===== src/rtl/if_fetch_stage_pkg.sv =====
// Shared definitions for the instruction-fetch stage: FSM state encoding,
// the bubble instruction, default reset PC and PC helper functions.
package if_fetch_stage_pkg;

  localparam int unsigned INSTR_W          = 32;
  localparam logic [31:0] NOP_INSTR        = 32'h0000_0000;
  localparam logic [31:0] DEFAULT_RESET_PC = 32'h0000_0000;

  typedef enum logic [1:0] {
    ST_FETCH = 2'd0,
    ST_HOLD  = 2'd1,
    ST_DROP  = 2'd2
  } fetch_state_e;

  // Force word alignment of an address.
  function automatic logic [31:0] pc_align(input logic [31:0] addr);
    return addr & 32'hFFFF_FFFC;
  endfunction

  // Next sequential PC; wraps from 32'hFFFF_FFFC to 0.
  function automatic logic [31:0] pc_inc(input logic [31:0] pc);
    return pc_align(pc) + 32'd4;
  endfunction

endpackage


===== src/rtl/if_fetch_stage_if_id_reg.sv =====
// IF/ID pipeline register. bubble_i inserts a NOP with valid=0 and wins over
// load_i; with neither asserted the register holds its contents.
module if_id_reg
  import if_fetch_stage_pkg::*;
(
  input  logic               clk_i,
  input  logic               rst_i,
  input  logic               load_i,
  input  logic               bubble_i,
  input  logic [INSTR_W-1:0] instr_i,
  input  logic [31:0]        pc_plus4_i,
  output logic [INSTR_W-1:0] instr_o,
  output logic [31:0]        pc_plus4_o,
  output logic               valid_o
);

  logic [INSTR_W-1:0] instr_d, instr_q;
  logic [31:0]        pc_plus4_d, pc_plus4_q;
  logic               valid_d, valid_q;

  // Select bubble, new instruction or hold for the next register contents.
  always_comb begin
    instr_d    = instr_q;
    pc_plus4_d = pc_plus4_q;
    valid_d    = valid_q;
    if (bubble_i) begin
      instr_d    = NOP_INSTR;
      pc_plus4_d = 32'h0000_0000;
      valid_d    = 1'b0;
    end else if (load_i) begin
      instr_d    = instr_i;
      pc_plus4_d = pc_plus4_i;
      valid_d    = 1'b1;
    end else begin
      instr_d    = instr_q;
    end
  end

  // IF/ID storage with synchronous reset to an empty bubble.
  always_ff @(posedge clk_i) begin
    if (rst_i) begin
      instr_q    <= NOP_INSTR;
      pc_plus4_q <= 32'h0000_0000;
      valid_q    <= 1'b0;
    end else begin
      instr_q    <= instr_d;
      pc_plus4_q <= pc_plus4_d;
      valid_q    <= valid_d;
    end
  end

  assign instr_o    = instr_q;
  assign pc_plus4_o = pc_plus4_q;
  assign valid_o    = valid_q;

endmodule


===== src/rtl/if_fetch_stage.sv =====
// Instruction-fetch front end: PC, fetch FSM (FETCH/HOLD/DROP), holding
// buffer for instructions returned during a stall, and the IF/ID register.
// Optional feature macro IF_STALL_CNT_EN adds stall_cnt_o, a saturating count
// of cycles in which IF/ID is not loaded with a valid instruction.
module if_fetch_stage
  import if_fetch_stage_pkg::*;
#(
  parameter logic [31:0] RESET_PC = DEFAULT_RESET_PC
) (
  input  logic               clk_i,
  input  logic               rst_i,
  input  logic               PCWrite_i,
  input  logic               IFIDWrite_i,
  input  logic               flush_i,
  input  logic [31:0]        branch_target_i,
  output logic               imem_req_o,
  output logic [31:0]        imem_addr_o,
  input  logic               imem_ack_i,
  input  logic [INSTR_W-1:0] imem_rdata_i,
  output logic [INSTR_W-1:0] instr_o,
  output logic [31:0]        pc_plus4_o,
`ifdef IF_STALL_CNT_EN
  output logic               valid_o,
  output logic [31:0]        stall_cnt_o
`else
  output logic               valid_o
`endif
);

  fetch_state_e       state_d, state_q;
  logic [31:0]        pc_d, pc_q;
  logic [INSTR_W-1:0] buf_d, buf_q;
  logic [31:0]        drop_addr_d, drop_addr_q;
  logic               hold_s;
  logic               load_s;
  logic               bubble_s;
  logic [INSTR_W-1:0] load_instr_s;

  assign hold_s = PCWrite_i | IFIDWrite_i;

  // Next-state, PC, buffer and IF/ID control; flush has top priority.
  always_comb begin
    state_d      = state_q;
    pc_d         = pc_q;
    buf_d        = buf_q;
    drop_addr_d  = drop_addr_q;
    load_s       = 1'b0;
    bubble_s     = 1'b0;
    load_instr_s = imem_rdata_i;
    if (flush_i) begin
      pc_d     = pc_align(branch_target_i);
      bubble_s = 1'b1;
      buf_d    = NOP_INSTR;
      case (state_q)
        ST_FETCH: begin
          if (imem_ack_i) begin
            state_d = ST_FETCH;
          end else begin
            // Outstanding request must still complete at its own address.
            state_d     = ST_DROP;
            drop_addr_d = pc_q;
          end
        end
        ST_HOLD:  state_d = ST_FETCH;
        ST_DROP: begin
          if (imem_ack_i) begin
            state_d = ST_FETCH;
          end else begin
            state_d = ST_DROP;
          end
        end
        default:  state_d = ST_FETCH;
      endcase
    end else begin
      case (state_q)
        ST_FETCH: begin
          if (imem_ack_i && !hold_s) begin
            load_s = 1'b1;
            pc_d   = pc_inc(pc_q);
          end else if (imem_ack_i) begin
            buf_d   = imem_rdata_i;
            state_d = ST_HOLD;
          end else if (!hold_s) begin
            bubble_s = 1'b1;
          end else begin
            state_d = ST_FETCH;
          end
        end
        ST_HOLD: begin
          load_instr_s = buf_q;
          if (!hold_s) begin
            load_s  = 1'b1;
            pc_d    = pc_inc(pc_q);
            state_d = ST_FETCH;
          end else begin
            state_d = ST_HOLD;
          end
        end
        ST_DROP: begin
          if (imem_ack_i) begin
            state_d = ST_FETCH;
          end else begin
            state_d = ST_DROP;
          end
        end
        default: state_d = ST_FETCH;
      endcase
    end
  end

  // State, PC, holding buffer and abandoned-address registers.
  always_ff @(posedge clk_i) begin
    if (rst_i) begin
      state_q     <= ST_FETCH;
      pc_q        <= pc_align(RESET_PC);
      buf_q       <= NOP_INSTR;
      drop_addr_q <= 32'h0000_0000;
    end else begin
      state_q     <= state_d;
      pc_q        <= pc_d;
      buf_q       <= buf_d;
      drop_addr_q <= drop_addr_d;
    end
  end

  // Request is live in FETCH and DROP; DROP keeps the abandoned address.
  assign imem_req_o  = !rst_i && (state_q != ST_HOLD);
  assign imem_addr_o = (state_q == ST_DROP) ? drop_addr_q : pc_q;

  if_id_reg u_if_id_reg (
    .clk_i      (clk_i),
    .rst_i      (rst_i),
    .load_i     (load_s),
    .bubble_i   (bubble_s),
    .instr_i    (load_instr_s),
    .pc_plus4_i (pc_inc(pc_q)),
    .instr_o    (instr_o),
    .pc_plus4_o (pc_plus4_o),
    .valid_o    (valid_o)
  );

`ifdef IF_STALL_CNT_EN
  logic [31:0] stall_cnt_d, stall_cnt_q;

  // Saturating count of cycles where IF/ID takes no valid instruction.
  always_comb begin
    stall_cnt_d = stall_cnt_q;
    if (!load_s && (stall_cnt_q != 32'hFFFF_FFFF)) begin
      stall_cnt_d = stall_cnt_q + 32'd1;
    end else begin
      stall_cnt_d = stall_cnt_q;
    end
  end

  // Stall counter register.
  always_ff @(posedge clk_i) begin
    if (rst_i) begin
      stall_cnt_q <= 32'h0000_0000;
    end else begin
      stall_cnt_q <= stall_cnt_d;
    end
  end

  assign stall_cnt_o = stall_cnt_q;
`endif

endmodule


===== config.mk =====
export PLATFORM = sky130hd
export DESIGN_NAME = if_fetch_stage
export DESIGN_NICKNAME = d
export VERILOG_FILES = /design/src/rtl/if_fetch_stage_pkg.sv /design/src/rtl/if_fetch_stage_if_id_reg.sv /design/src/rtl/if_fetch_stage.sv
export SDC_FILE = /design/constraint.sdc
export NUM_CORES = 1
export LEC_CHECK = 0
export CAP_MARGIN = 30
export CORE_MARGIN = 10
export CORE_UTILIZATION = 30
export CTS_BUF_LIST = sky130_fd_sc_hd__clkbuf_4 sky130_fd_sc_hd__clkbuf_8
export CTS_CLUSTER_SIZE = 24
export DETAILED_ROUTE_END_ITERATION = 12
export GPL_TIMING_DRIVEN = 0
export PLACE_DENSITY_LB_ADDON = 0.08
export SETUP_SLACK_MARGIN = 0.02
export SLEW_MARGIN = 15
export SYNTH_ARGS = -nofsm -noshare
export SYNTH_HDL_FRONTEND = slang
export SYNTH_SLANG_ARGS = --single-unit

===== constraint.sdc =====
create_clock -name clk_i -period 6.01 [get_ports clk_i]
set_clock_uncertainty 0.2 [all_clocks]
set_input_delay 0.9015 -clock clk_i [delete_from_list [all_inputs] [get_ports clk_i]]
set_output_delay 0.9015 -clock clk_i [all_outputs]
set_load 0.02 [all_outputs]

* Word-level counts from Yosys, hierarchy flattened
Index checks and enable logic that the tools add are counted.
W data, S select, Z words.
** Storage, ports and cells
- Flip-flop bits (word level) :: 163
- Input port bits :: 70
- Logic and storage cells :: 59
- Output and inout port bits :: 98
** Cells by class
- Eq/ne operators :: 9
- Add/subtract/negate cells :: 1
- Bitwise gates (word level) :: 3
- Reductions and logical operators :: 15
- Muxes and demuxes :: 23
** Operators with widths (count)
- $mux W32 :: 6
- $pmux W32 S2 :: 1
- $add A32 B3 Y32 const B :: 1
- $mux W2 :: 6
- $reduce_and A3 Y1 :: 4
- $ne A3 B3 Y1 const B :: 3
- $mux W1 :: 8
- $pmux W2 S3 :: 1
- $reduce_or A2 Y1 :: 3
- $ne A2 B2 Y1 const B :: 2
- $ne A4 B4 Y1 const B :: 1
- $reduce_bool A3 Y1 :: 1
- $eq A2 B1 Y1 const B :: 1
- $eq A2 B2 Y1 const B :: 1
- $logic_and A1 B1 Y1 :: 2
- $logic_not A1 Y1 :: 2
- $logic_not A2 Y1 :: 1
- $ne A2 B1 Y1 const B :: 1
- $not A1 Y1 :: 2
- $pmux W1 S2 :: 1
- $reduce_and A2 Y1 :: 1
- $reduce_bool A2 Y1 :: 1
- $or A1 B1 Y1 :: 1

* Longest topological paths before layout
- Word-level depth :: 7
- Depth in mapped cells :: 7
- Mapped depth without buffers :: 6

* Hierarchy
Synthesis repeated with hierarchy kept, for this count alone.
** Second synthesis, totals
- Cells, all modules :: 872
- Area, all modules :: 7543.5 sq um
** Modules (own cells, without submodules)
- if_fetch_stage :: cells an instance 662, area an instance 5203.7 sq um, instances 1
- if_id_reg :: cells an instance 210, area an instance 2339.7 sq um, instances 1

* Worst setup path before layout
Ideal clock, no wire load.
- Path type :: in2out
- From :: input rst_i
- To :: output imem_req_o
- Path slack :: 3275 ps
- Arrival :: 1633 ps
- Buffers on the path :: 2
- Stages :: 3
- Cells stage by stage :: clkbuf_1 > clkbuf_1 > a21oi_1
** Between the ends
- Word-level cells in the longest chain between the ends :: 2
** RTL lines
- start: declaration :: RTL line if_fetch_stage.sv:11 : input logic rst_i,
- $logic_not A1 Y1 :: RTL line if_fetch_stage.sv:127 : assign imem_req_o = !rst_i && (state_q != ST_HOLD);
- $logic_and A1 B1 Y1 :: RTL line if_fetch_stage.sv:127
- end: declaration :: RTL line if_fetch_stage.sv:16 : output logic imem_req_o,
No other way between the ends.

* Final worst setup path
Same ends and word-level chain as after synthesis.

==> results.yml <==
cells_and_area:
  final_common_cell: "clkdlybuf4s50_1"
  antenna_cells: 0
  fin_nets: 1128
  layout_common_cells: "clkdlybuf4s50_1, dfxtp_1, nand2_1"
  drive_gt1_share_pct: 10.28
  n_fill_cell: 2517
  syn_to_final_growth_pct: 33.16
  stdcell_count: 1389
clock_tree:
  post_cts_buffers: 0
  clockBufferDepth: 2
  clk_latency_ns: 0.44
  postCtsHoldBufs: 0
  path_clk_slew_ns: 0.09
  htreeDepth: 4
  cts_tree: "yes"
  cts_root_buffer: "clkbuf_8"
  numCtsBuffers: 17
  cts_sinks: 157
  cts_resized: 0
critical_path:
  cp_max_fo: 10
  crit_path_end_kind: "output port"
  timing.critical_path.buf_inv: 4
  slowest_stage: "clkdlybuf4s50_1"
  slowest_delay_ns: 0.61
  cp-start-kind: "input pin"
  required_ns: 4.91
  crit_chain: "clkdlybuf4s50_1 -> clkbuf_1 -> clkbuf_1 -> a21oi_1 -> clkdlybuf4s50_1"
  path_class: "input pin to output port"
  critPathTopFamily: "buffers and inverters"
  arrival_ns: 2.96
die:
  die_height_um: 175.9
  pin_count: 168
  start_util_pct: 30.79
  die-area_um2: 30940
  rows: 56
  coreArea_um2: 23680
  die_w_um: 175.9
worst_hold_path:
  hold_class: "register to register"
detailed_routing:
  first_pass_iters: 5
  drc: 0
  num_vias: 6600
  antenna_left: 0
  wl_um: 25220
  wire_per_inst_um: 18.16
  viasPerCell: 4.752
  drt_iter0_drc: 460
logic_synthesis:
  yosysUniqueCellTypes: 51
  async_reset_ff_share_pct: 0
  synth_top_cell_by_area: "dfxtp_1"
  syn_area_um2: 7291
  avgSynthCellArea_um2: 8.361
  synth_seq_area_share_pct: 43.11
  synth_top_area_share_pct: 43.11
  syn_inst: 872
  synth_area_leaders: "dfxtp_1, nand2_1, a211oi_1"
  synth_warnings: 0
  synth-edff-count: 0
  synthFlopType: "dfxtp_1"
  synth-seq-cells: 157
global_route:
  grt_usage_pct: 15.89
  grt_pass1_vias: 6503
  grt_pass1_wl_um: 38300
  antenna_found_initial: 0
  grt_max_degree: 17
  grt_overflow: 0
power:
  vdd_drop_max_mv: 0.1099
  power.total_mw: 2.225
  p_leak_nw: 3.234
  power_density_nw_per_um2: 229.2
timing:
  min_period_over_period_pct: 67.59
  fin_crit_ns: 4.062
  final-hold-violation-count: 0
  tightest_slew_ns: 0.7667
  maxSlewViolCount: 0
  setup_viol: 0
  slew_headroom_pct: 48.89
  rsz0062_at_grt: "no"
  tns_ns: 0
  fmax_mhz: 246.2
  setup_ws_ns: 1.948
job:
  maxCapViolCount: 0
placed_design:
  io_buffers: 161
  dp_slack_ns: 1.888
  gp_routability_congestion: 0.8122
  dp_cells: 1356
  dpl.hpwl_um: 18930
status:
  status: "finished, final reports clean"
[registers in the layout, summed over array words and instances, names as in the netlist]
name / cells
pc_q: 30
drop_addr_q: 30
u_if_id_reg.valid_o: 1
state_q: 2
u_if_id_reg.pc_plus4_o: 30
u_if_id_reg.instr_o: 32
buf_q: 32
[metrics by stage]
step                      instance area [um^2]  utilization (%)  hold WS, ns
final                                     9708            40.99       0.2558
after detailed placement                  9320            39.35       0.2466
after floorplan                           7302                -       0.2329
after CTS                                 9703            40.97       0.2584
after global routing                      9708            40.99       0.2762
after global placement                    9313            39.32       0.2382
[cell type report]
cell class / instances / area, um^2 / share of cell area (%)
timing repair buffer: 163 / 1624 / 16.73
multi-input combinational: 623 / 3715 / 38.27
tap: 319 / 399.1 / 4.111
clock inverter: 14 / 135.1 / 1.392
inverter: 4 / 15.01 / 0.1547
buffer: 91 / 429.2 / 4.421
sequential: 157 / 3143 / 32.38
clock buffer: 18 / 247.7 / 2.552
[worst min-delay path, delay by kind of cell (launching register included)]
kind | cells | cell delay (ns)
and+or+nand+nor | 1 | 0.05
DFF | 1 | 0.32
AOI/OAI and AO/OA | 1 | 0.05
[routing by layer]
metal | global-route usage [%] | vias to the layer above | routed length [um]
met5 | 0 | - | 0
met4 | 3.638 | 0 | 235
met3 | 3.882 | 17 | 1276
met2 | 24.74 | 159 | 11320
met1 | 21.61 | 3060 | 12390
li1 | - | 3364 | -
[Yosys cell counts (2+ instances only)]
library cell,count
a211oi_1,62
nand3_1,17
nor2_1,91
inv_1,3
or2_2,2
clkbuf_1,56
dfxtp_1,157
nand4_1,13
nand4_2,3
nor4_4,2
o31a_1,2
buf_6,2
a221oi_1,2
buf_2,13
or4_1,2
nor3_2,4
and4_1,2
buf_1,5
mux2i_1,33
o21ai_0,24
mux2_2,29
buf_4,15
a311oi_1,2
xor2_1,29
and2_1,5
nor4_1,4
nand3_2,2
a21oi_1,88
nor3_1,6
nand2_1,150
xnor2_1,20
and3_1,8
[cell families (layout without fill, tap and decap cells)]
logic type	after synthesis	count (layout)	synth area share [%]
flip-flops	157	157	43.11
buffers and inverters	95	290	6.092
AO/OA/AOI/OAI	186	186	15.39
other	1	4	0.05144
AND/OR/NAND/NOR	321	321	20.29
XOR/XNOR	49	49	5.886
adder cells (fa/ha/maj)	1	1	0.1716
multiplexers	62	62	9.010
[where the power goes]
group,internal [mW],leakage (nW),switching (mW)
clock network,0.347,0.188,0.438
logic,0.151,1.77,0.199
registers,1.07,1.28,0.0185
total,1.57,3.23,0.655
[path summary, 6_finish.rpt]
path	depth (start not counted)	end	startpoint	slack, ns
worst min register to register	2	buf_q[14]	buf_q[14]	0.26
worst max register to register	7	pc_q[26]	pc_q[2]	2.90
worst max-delay path	5	imem_req_o	rst_i	1.95
worst min-delay path	2	buf_q[14]	buf_q[14]	0.26
(Power assumes the default switching activity.)
